===== config.mk =====
export PLATFORM = sky130hd
export DESIGN_NAME = key_filter
export DESIGN_NICKNAME = d
export VERILOG_FILES = /design/src/rtl/key_pkg.sv /design/src/rtl/sync_2ff.sv /design/src/rtl/key_filter.sv
export SDC_FILE = /design/constraint.sdc
export NUM_CORES = 1
export LEC_CHECK = 0
export ABC_CLOCK_PERIOD_IN_PS = 2600
export BUFFER_PORTS_ARGS = -buffer_cell sky130_fd_sc_hd__buf_2
export CAP_MARGIN = 20
export CORE_ASPECT_RATIO = 0.75
export CORE_MARGIN = 2
export CORE_UTILIZATION = 59
export CTS_CLUSTER_DIAMETER = 100
export DETAILED_ROUTE_END_ITERATION = 8
export GPL_TIMING_DRIVEN = 0
export MAX_ROUTING_LAYER = met4
export PLACE_DENSITY = 0.75
export SYNTH_ARGS = -nofsm -noshare
export SYNTH_HDL_FRONTEND = slang
export SYNTH_SLANG_ARGS = --single-unit

===== constraint.sdc =====
create_clock -name sys_clk -period 2.6 [get_ports sys_clk]
set_input_delay 0.52 -clock sys_clk [delete_from_list [all_inputs] [get_ports sys_clk]]
set_output_delay 0.52 -clock sys_clk [all_outputs]
set_load 0.02 [all_outputs]

===== src/rtl/key_pkg.sv =====
// Shared types and constants for the push-button debouncer.
package key_pkg;

    typedef enum logic [1:0] {
        IDLE       = 2'd0,
        PRESS_FILT = 2'd1,
        DOWN       = 2'd2,
        REL_FILT   = 2'd3
    } key_state_e;

    localparam logic KEY_PRESSED  = 1'b0;
    localparam logic KEY_RELEASED = 1'b1;

    localparam int CNT_MAX_50MHZ_20MS = 1_000_000;

endpackage


===== src/rtl/sync_2ff.sv =====
// Two-flop synchronizer for an asynchronous single-bit input.
module sync_2ff #(
    parameter logic RST_VAL = 1'b1
) (
    input  logic clk,
    input  logic rst_n,
    input  logic d,
    output logic q
);

    logic s1;

    always_ff @(posedge clk or negedge rst_n) begin
        if (!rst_n) begin
            s1 <= RST_VAL;
            q  <= RST_VAL;
        end else begin
            s1 <= d;
            q  <= s1;
        end
    end

endmodule


===== src/rtl/key_filter.sv =====
// Active-low push-button debouncer: clean level plus one-cycle
// press and release strobes, all registered.
module key_filter
    import key_pkg::*;
#(
    parameter int CNT_MAX = CNT_MAX_50MHZ_20MS,
    parameter int CNT_W   = $clog2(CNT_MAX)
) (
    input  logic sys_clk,
    input  logic sys_rst_n,
    input  logic key_in,
    output logic key_state,
    output logic key_press_flag,
    output logic key_release_flag
);

    localparam logic [CNT_W-1:0] CNT_LAST = CNT_W'(CNT_MAX - 1);

    logic             key_sync;
    logic [CNT_W-1:0] cnt;
    key_state_e       state;

    sync_2ff #(.RST_VAL(1'b1)) u_sync (
        .clk   (sys_clk),
        .rst_n (sys_rst_n),
        .d     (key_in),
        .q     (key_sync)
    );

    always_ff @(posedge sys_clk or negedge sys_rst_n) begin
        if (!sys_rst_n) begin
            state            <= IDLE;
            cnt              <= '0;
            key_state        <= KEY_RELEASED;
            key_press_flag   <= 1'b0;
            key_release_flag <= 1'b0;
        end else begin
            key_press_flag   <= 1'b0;
            key_release_flag <= 1'b0;
            case (state)
                IDLE: begin
                    cnt <= '0;
                    if (key_sync == KEY_PRESSED)
                        state <= PRESS_FILT;
                end
                PRESS_FILT: begin
                    if (key_sync == KEY_RELEASED) begin
                        state <= IDLE;
                        cnt   <= '0;
                    end else if (cnt == CNT_LAST) begin
                        state          <= DOWN;
                        cnt            <= '0;
                        key_state      <= KEY_PRESSED;
                        key_press_flag <= 1'b1;
                    end else begin
                        cnt <= cnt + CNT_W'(1);
                    end
                end
                DOWN: begin
                    cnt <= '0;
                    if (key_sync == KEY_RELEASED)
                        state <= REL_FILT;
                end
                REL_FILT: begin
                    if (key_sync == KEY_PRESSED) begin
                        state <= DOWN;
                        cnt   <= '0;
                    end else if (cnt == CNT_LAST) begin
                        state            <= IDLE;
                        cnt              <= '0;
                        key_state        <= KEY_RELEASED;
                        key_release_flag <= 1'b1;
                    end else begin
                        cnt <= cnt + CNT_W'(1);
                    end
                end
                // Unreachable encodings fall back to a released key.
                default: begin
                    state     <= IDLE;
                    cnt       <= '0;
                    key_state <= KEY_RELEASED;
                end
            endcase
        end
    end

endmodule


==> qor.txt, run 1 <==
status = completed
Worst-Margin Slew = 0.571 ns
CTS root buffer = clkbuf_4
Die X = 57.8 µm
Final Hold Viols = 0
share of cells above drive strength 1 = 13.4%
CTS Hold Bufs = 0
most common cell after layout, fill and taps aside = dfrtp_1
remaining antenna violation count = 0
Synth Net Count = 129
EDFF count, synth = 0
Worst-path clk slew = 0.15 ns
initial core utilization = 62.9%
Worst Setup Start Kind = flop
total power = 0.000634 W
Detail Placement HPWL = 1580 µm
Layout Nets = 139
Worst-Skew Late Latency = 0.33 ns
clock sinks = 27
DRC viols = 0
Post-Synth Simple-Gate Area = 25.7%
CTS tree = yes
Switch Pwr = 0.000145 W
post-synthesis mux area share = 1.57%
compound-cell area share of the yosys netlist = 6.95%
placer congestion estimate = 0.797
synthesis-to-layout area growth = 6.65%
die height = 44.3 µm
Fillers = 156
fmax = 444 MHz
input/output buffers = 5
xor/xnor share of the synthesized area = 9.59%
Main synth FF type = dfrtp_1
syn_area_per_cell = 10.2 µm²
leakage power = 0.529 nW
post-CTS setup buffers = 0
final setup vio count = 0
Yosys reg bits = 27
Ant. Diodes = 0
crit end category = flop
crit path kind = reg -> reg
register area share after synthesis = 53.1%
total gr overflow = 0
final core occ = 67.1%
CP arrival = 2.48 ns
initial antenna violation count = 0
detail-routed via count per cell = 5.94
DR WL/cell = 13.9 µm
drt total wl = 2200 µm
crit share post-route = 86.7%
CTS H-tree lvls = 1
commonest non-fill, non-tap cells in the layout = dfrtp_1 (24), nor2_1 (17), xnor2_1 (11)
DRT iter0 DRCs = 50
crit path time final = 2.25 ns
Seq pwr share = 67.6%
Synth Instances = 125
P per Cell Area = 465 nW/µm²
WHS = 0.156 ns
Rel. slew slack = 61.9%
reg2reg start = cnt[0]
drt first pass iters = 4
die area = 2560 µm²
Logic pwr share = 3.2%
Synth Area in Adders = 0.978%
Syn Std Cell Area = 1280 µm²
Switching Share = 22.8%
CP max FO = 10
post-CTS resize count = 0
pre-CTS setup slack = 0.371 ns
GR Util All Layers = 19.8%
I/O pins = 6
RSZ-0062 raised after global routing = no
Distinct cells, synth = 31
final setup TNS = 0 ns
via count = 939
vias in the first global route = 818
Yosys warning count = 0
Hold Path Class = in -> async
Clock Skew = 0.0114 ns
max-slew violations = 0
maximum buffer depth of the clock tree = 2
Synth async-reset ratio = 100%
WP data required = 2.82 ns
Peak supply drop = 419 µV
clock network power share = 29.3%
Max-Cap Viols = 0
largest family of logic cells by synthesized area = simple AND/OR/NAND/NOR gates
core area = 2030 µm²
P_int = 0.000489 W
Inserted Clock Buffers = 3
Final WS setup = 0.345 ns
Worst Setup SP = cnt[0]
first-pass GRT wire length = 3730 µm
largest net degree at the start of global routing = 28
row count = 14
## cell families after synthesis
| logic type | Yosys count |
|---|---|
| xor+xnor | 14 |
| compound gates | 13 |
| flops | 27 |
| fa+ha+maj | 1 |
| buf+inv | 6 |
| mux | 2 |
| simple gates | 62 |
## stage by stage
step                      cell area, µm²  std cells
after floorplan                     1280        125
after global placement              1330        154
after detailed placement            1330        154
after CTS                           1360        158
after global routing                1360        158
final                               1360        158
## power groups by stage
| stage | clock network, W | registers (W) | logic (W) |
|---|---|---|---|
| after CTS | 0.000192 | 0.000429 | 0.0000209 |
| after detailed placement | 0 | 0.000436 | 0.0000210 |
| after global routing | 0.000207 | 0.000429 | 0.0000230 |
| after floorplan | 0 | 0.000435 | 0.00000878 |
| final | 0.000186 | 0.000428 | 0.0000200 |
| after global placement | 0 | 0.000436 | 0.0000202 |
## path summary, 6_finish.rpt
path | to | slack (ns) | cells after the start
max | cnt[14] | 0.35 | 7
min | cnt[2] | 0.16 | 1
max reg2reg | cnt[14] | 0.35 | 7
min reg2reg | u_sync.q | 0.37 | 0
max in group asynchronous | cnt[13] | 2.06 | 1
min in group sys_clk | u_sync.s1 | 0.26 | 1
## registers in the layout, indices dropped and copies added, names as in the netlist, named ones only
register	count
u_sync.s1	1
key_press_flag	1
key_release_flag	1
u_sync.q	1
key_state	1
state	1
cnt	20
## final cells by class
class,instances,area [µm²],area share (%)
buffer,3,15.0,1.10
clock buffer,3,22.5,1.65
clock inverter,1,7.51,0.550
inverter,3,11.3,0.826
multi-input combinational,92,573,42.0
sequential,27,679,49.8
tap,24,30.0,2.20
timing repair buffer,5,25.0,1.83
## critical path, stage by stage (launching register included)
cell and delay (ns):
dfrtp_1 0.42, ha_1 0.22, nand2_1 0.18, or4_1 0.54, buf_2 0.17, o21bai_4 0.25, buf_2 0.28, nor2_1 0.08
## synth_stat cells, types with 2 or more instances
master   count  share of area, %
nand4_1      4               2.0
buf_2        2              0.78
and2_1       2              0.98
nor4_1       7               3.4
nor2_1      17               5.0
or3_1        2              0.98
xor2_1       3               2.1
xnor2_1     11               7.5
a21oi_1      4               1.6
nor3_1       6               2.3
dfstp_2      3               6.2
dfrtp_1     24                47
mux2i_1      2               1.6
nand2_1      7               2.1
o21ai_0      4               1.6
or4_1        3               1.8
inv_1        3              0.88
nand3_1      8               3.1
## layer usage
metal  routed length, µm  up-vias  track usage [%]
met2                 932       30             27.7
met4                  11        0             4.19
met5                   0        -                -
met3                 142        2             5.26
li1                    -      462                -
met1                1110      445             29.0
No activity file was read; power rests on OpenSTA's default activity.
==> run 2, diff against run 1 <==
- CORE_ASPECT_RATIO: 0.75 -> default
==> qor.txt, run 2 (same netlist as run 1, synthesis figures left out) <==
Worst-Margin Slew = 0.651 ns (+0.0799 ns)
input/output buffers = 5 (unchanged)
Ant. Diodes = 0 (unchanged)
Crit path largest cell delay = 0.51 ns (-0.03 ns)
I/O pins = 6 (unchanged)
Top cell by count, worst path = buf_2
max-slew violations = 0 (unchanged)
Max-Cap Viols = 0 (unchanged)
final setup vio count = 0 (unchanged)
crit share post-route = 85.2% (-1.6 points)
CTS root buffer = clkbuf_4
total gr overflow = 0 (unchanged)
remaining antenna violation count = 0 (unchanged)
post-CTS resize count = 0 (unchanged)
Layout Nets = 139 (unchanged)
synthesis-to-layout area growth = 6.75% (about the same)
row count = 16 (+2)
CTS H-tree lvls = 1 (unchanged)
GR Util All Layers = 21.1% (+1.3 points)
core area = 2000 µm² (-1.5%)
Largest register FFs = 20 (unchanged)
placer congestion estimate = 0.810 (+1.6%)
Biggest register = cnt
status = completed
Worst-path clk slew = 0.15 ns (about the same)
GR Util met2 = 36.0% (+8.2 points)
crit path kind = reg -> reg
Rel. slew slack = 56.2% (-5.7 points)
P per Cell Area = 462 nW/µm² (-0.59%)
CP max FO = 10 (unchanged)
detail-routed via count per cell = 5.81 (-2.2%)
via count = 936 (-0.32%)
final setup TNS = 0 ns (unchanged)
CTS Hold Bufs = 0 (unchanged)
CTS tree = yes
largest net degree at the start of global routing = 28 (unchanged)
initial antenna violation count = 0 (unchanged)
fmax = 452 MHz (+1.8%)
Hold Path Class = in -> async
Final Hold Viols = 0 (unchanged)
GR Util met1 = 24.5% (-4.5 points)
commonest non-fill, non-tap cells in the layout = dfrtp_1 (24), nor2_1 (17), xnor2_1 (11)
Peak supply drop = 402 µV (-4.2%)
most common cell after layout, fill and taps aside = dfrtp_1
drt first pass iters = 4 (unchanged)
Detail Placement HPWL = 1550 µm (-1.5%)
Top delay family on crit path = simple AND/OR/NAND/NOR gates
DRT iter0 DRCs = 10 (-80%)
crit path time final = 2.21 ns (-0.0404 ns)
crit end category = flop
DRC viols = 0 (unchanged)
GR peak layer = met2
CP cell instances = or4b_1 > or4_1 > buf_2 > o21bai_4 > buf_2 > nor2_1
vias in the first global route = 948 (+16%)
Worst-Skew Late Latency = 0.33 ns (about the same)
Die X = 50.6 µm (-12%)
Inserted Clock Buffers = 3 (unchanged)
share of cells above drive strength 1 = 13.4% (unchanged)
clock sinks = 27 (unchanged)
WP data required = 2.83 ns (about the same)
leakage power = 0.533 nW (+0.71%)
post-CTS setup buffers = 0 (unchanged)
DR WL/cell = 14.0 µm (+0.73%)
total power = 0.000631 W (-0.50%)
FF+latch area = 679 µm² (unchanged)
CP arrival = 2.44 ns (-0.04 ns)
Worst Setup Start Kind = flop
met3 Track Usage GR = 3.27% (-2.0 points)
Fillers = 157 (+0.64%)
Clock Skew = 0.0130 ns (+0.00160 ns)
first-pass GRT wire length = 3950 µm (+5.9%)
Buffers & Inverters on Critical Path = 2 (unchanged)
area occupied by multi-input gates = 573 µm² (unchanged)
die height = 50.6 µm (+14%)
maximum buffer depth of the clock tree = 2 (unchanged)
initial core utilization = 63.9% (+0.94 points)
RSZ-0062 raised after global routing = no
CP max-delay cell = or4b_1
drt total wl = 2260 µm (+2.6%)
die area = 2560 µm² (-0.14%)
[run 2: metrics by stage]
step                area, µm²  hold slack, ns  util (%)  setup WS (ns)  cells
finish                   1370           0.160      68.2          0.386    161
global placement         1340           0.346      66.8          0.420    157
CTS                      1370           0.184      68.2          0.386    161
floorplan                1280           0.224         -          0.555    125
global route             1370           0.214      68.2          0.224    161
detailed placement       1340           0.351      66.8          0.410    157
[run 2: power by group]
group	switching, W	total (W)	internal (W)
Sequential	0.00000291	0.000428	0.000425
Combinational	0.0000145	0.0000198	0.00000525
Clock	0.000125	0.000183	0.0000578
Total	0.000143	0.000631	0.000488
[run 2: final cells by class]
class                      instances  area share (%)
clock buffer                       3            1.65
timing repair buffer               5            1.83
inverter                           3           0.825
sequential                        27            49.8
tap                               27            2.47
multi-input combinational         92            42.0
buffer                             3            1.10
clock inverter                     1           0.367
[run 2: worst paths after layout]
check | from | to | slack [ns] | cells after the start
setup reg to reg | cnt[8] | cnt[12] | 0.39 | 6
min in group sys_clk | key_in | u_sync.s1 | 0.26 | 1
max in group asynchronous | sys_rst_n | cnt[12] | 2.05 | 1
hold reg to reg | u_sync.s1 | u_sync.q | 0.37 | 0
hold / removal | sys_rst_n | key_press_flag | 0.16 | 1
setup / recovery | cnt[8] | cnt[12] | 0.39 | 6
[run 2: worst reg2reg max path, delay by kind of cell, from the launching register on]
kind | cells | cell delay [ns]
and+or+nand+nor | 3 | 0.98
buffers and inverters | 2 | 0.44
DFF | 1 | 0.46
AOI/OAI and AO/OA | 1 | 0.23
[run 2: layer usage]
| metal | up-vias | routed length (µm) |
|---|---|---|
| li1 | 465 | - |
| met2 | 16 | 1110 |
| met4 | 0 | 31 |
| met1 | 451 | 1050 |
| met3 | 4 | 63 |
| met5 | - | 0 |
==> run 3, diff against run 2 <==
--- a/config.mk
+++ b/config.mk
@@ -10,2 +10,3 @@
 export CAP_MARGIN = 20
+export CORE_ASPECT_RATIO = 0.75
 export CORE_MARGIN = 2
==> constraint.sdc (replaced) <==
create_clock -name sys_clk -period 2.6 [get_ports sys_clk]
set_input_delay 0 -clock sys_clk [delete_from_list [all_inputs] [get_ports sys_clk]]
set_output_delay 0 -clock sys_clk [all_outputs]
set_load 0.02 [all_outputs]
==> qor.txt, run 3 (same netlist as run 1, synthesis figures left out) <==
CP max FO = 10 (unchanged)
clock sinks = 27 (unchanged)
final core occ = 68.1% (-0.084 points)
synthesis-to-layout area growth = 8.22%
R2R depth = 7 (+1)
Worst-path clk slew = 0.15 ns (about the same)
crit share post-route = 86.6% (+1.4 points)
crit path time final = 2.25 ns (+0.0367 ns)
Detail Placement HPWL = 1580 µm (+1.5%)
P per Cell Area = 460 nW/µm² (-0.48%)
leakage power = 0.537 nW (+0.86%)
drt first pass iters = 4 (unchanged)
placer congestion estimate = 0.797 (-1.6%)
fmax = 444 MHz (-1.6%)
largest net degree at the start of global routing = 28 (unchanged)
initial antenna violation count = 0 (unchanged)
crit end category = flop
first-pass GRT wire length = 3760 µm (-4.9%)
FF+latch area = 679 µm² (unchanged)
maximum buffer depth of the clock tree = 2 (unchanged)
Worst-Skew Late Latency = 0.33 ns (about the same)
die height = 44.3 µm (-12%)
post-CTS resize count = 0 (unchanged)
Final Hold Viols = 0 (unchanged)
die area = 2560 µm² (+0.14%)
most common cell after layout, fill and taps aside = dfrtp_1
GR Util All Layers = 19.9% (-1.2 points)
final setup TNS = 0 ns (unchanged)
Switch Pwr = 0.000145 W (+1.7%)
P_int = 0.000491 W (+0.65%)
CTS root buffer = clkbuf_4
Worst-Margin Slew = 0.575 ns (-0.0764 ns)
Logic pwr share = 3.5% (+0.4 points)
Seq pwr share = 67.3% (-0.6 points)
drt total wl = 2220 µm (-1.7%)
crit path kind = reg -> reg
DRC viols = 0 (unchanged)
design area = 1380 µm² (+1.4%)
Max-Cap Viols = 0 (unchanged)
status = completed
via count = 948 (+1.3%)
Clock Skew = 0.0112 ns (-0.00178 ns)
DRT iter0 DRCs = 58 (+48)
final setup vio count = 0 (unchanged)
max-slew violations = 0 (unchanged)
input/output buffers = 5 (unchanged)
Worst Setup Start Kind = flop
final non-filler cell total = 160 (-0.62%)
total gr overflow = 0 (unchanged)
Final WS setup = 0.349 ns (-0.0367 ns)
vias in the first global route = 827 (-13%)
Largest register FFs = 20 (unchanged)
WP data required = 2.82 ns (about the same)
Ant. Diodes = 0 (unchanged)
detail-routed via count per cell = 5.93 (+1.9%)
I/O pins = 6 (unchanged)
Switching Share = 22.8% (+0.18 points)
CTS H-tree lvls = 1 (unchanged)
clock network power share = 29.2% (+0.2 points)
cell total after placement = 154 (-1.9%)
core area = 2030 µm² (+1.5%)
RSZ-0062 raised after global routing = no
CTS tree = yes
share of cells above drive strength 1 = 13.2% (-0.20 points)
Biggest register = cnt
remaining antenna violation count = 0 (unchanged)
Peak supply drop = 420 µV (+4.5%)
Fillers = 153 (-2.5%)
commonest non-fill, non-tap cells in the layout = dfrtp_1 (24), nor2_1 (17), xnor2_1 (11)
Die X = 57.8 µm (+14%)
Inserted Clock Buffers = 3 (unchanged)
initial core utilization = 62.9% (-0.94 points)
area occupied by multi-input gates = 573 µm² (unchanged)
Layout Nets = 141 (+1.4%)
row count = 14 (-2)
Hold Path Class = in -> async
pre-CTS setup slack = 0.371 ns (-0.0395 ns)
Placed Area = 1330 µm² (-0.28%)
DR WL/cell = 13.9 µm (-1.1%)
Rel. slew slack = 61.7% (+5.5 points)
CP arrival = 2.48 ns (+0.04 ns)
post-CTS setup buffers = 0 (unchanged)
run 3: cell count changes in the layout (fill, tap and decap cells not counted), sizes merged:
| cell | change |
|---|---|
| dlygate4sd3 | +2 |
| clkinv | -1 |
| clkinvlp | +1 |
run 3: layout make-up:
| cell class | count | share of cell area [%] |
|---|---|---|
| well taps | 24 | 2.17 |
| clock buffers | 3 | 1.63 |
| plain buffers | 3 | 1.08 |
| clock inverters | 1 | 0.542 |
| repair buffers | 7 | 3.25 |
| multi-input cells | 92 | 41.4 |
| flip-flops and latches | 27 | 49.1 |
| inverters | 3 | 0.814 |
run 3: worst max-delay path, cell delays in order (launching register included):
cell and delay, ns:
dfrtp_1 0.42, ha_1 0.22, nand2_1 0.18, or4_1 0.54, buf_2 0.17, o21bai_4 0.25, buf_2 0.28, nor2_1 0.08
run 3: power groups by stage:
| stage | sequential [W] | clock, W | combinational, W |
|---|---|---|---|
| 6_report | 0.000428 | 0.000186 | 0.0000223 |
| 5_1_grt | 0.000429 | 0.000207 | 0.0000255 |
| 4_1_cts | 0.000429 | 0.000192 | 0.0000232 |
| 3_5_place_dp | 0.000436 | 0 | 0.0000210 |
| 3_3_place_gp | 0.000436 | 0 | 0.0000202 |
| 2_1_floorplan | 0.000435 | 0 | 0.00000878 |
run 3: per-layer routing:
| metal | up-vias | share of wire (%) | wire (µm) | track usage (%) |
|---|---|---|---|---|
| met2 | 31 | 43 | 957 | 28.2 |
| met1 | 449 | 50 | 1120 | 29.0 |
| met5 | - | 0 | 0 | - |
| met4 | 0 | 0.50 | 11 | 4.19 |
| li1 | 466 | - | - | - |
| met3 | 2 | 5.8 | 129 | 5.26 |
run 3: worst paths after layout:
path                           start   endpoint  slack [ns]
max                           cnt[0]    cnt[14]        0.35
min                        sys_rst_n     cnt[2]        0.17
max reg2reg                   cnt[0]    cnt[14]        0.35
min reg2reg                u_sync.s1   u_sync.q        0.37
max in group asynchronous  sys_rst_n    cnt[13]        2.04
min in group sys_clk          key_in  u_sync.s1        0.30
run 3: metrics by stage:
stage,hold slack (ns),power [W]
finish,0.174,0.000637
global route,0.212,0.000662
CTS,0.195,0.000644
detailed placement,0.0365,0.000457
global placement,0.0250,0.000456
floorplan,-0.296,0.000444
run 3: repair_timing:
| action | in CTS | in global routing |
|---|---|---|
| setup endpoints to repair | 0 | 0 |
| hold buffers | 2 | 0 |
| endpoints found under the hold margin | 25 | 0 |
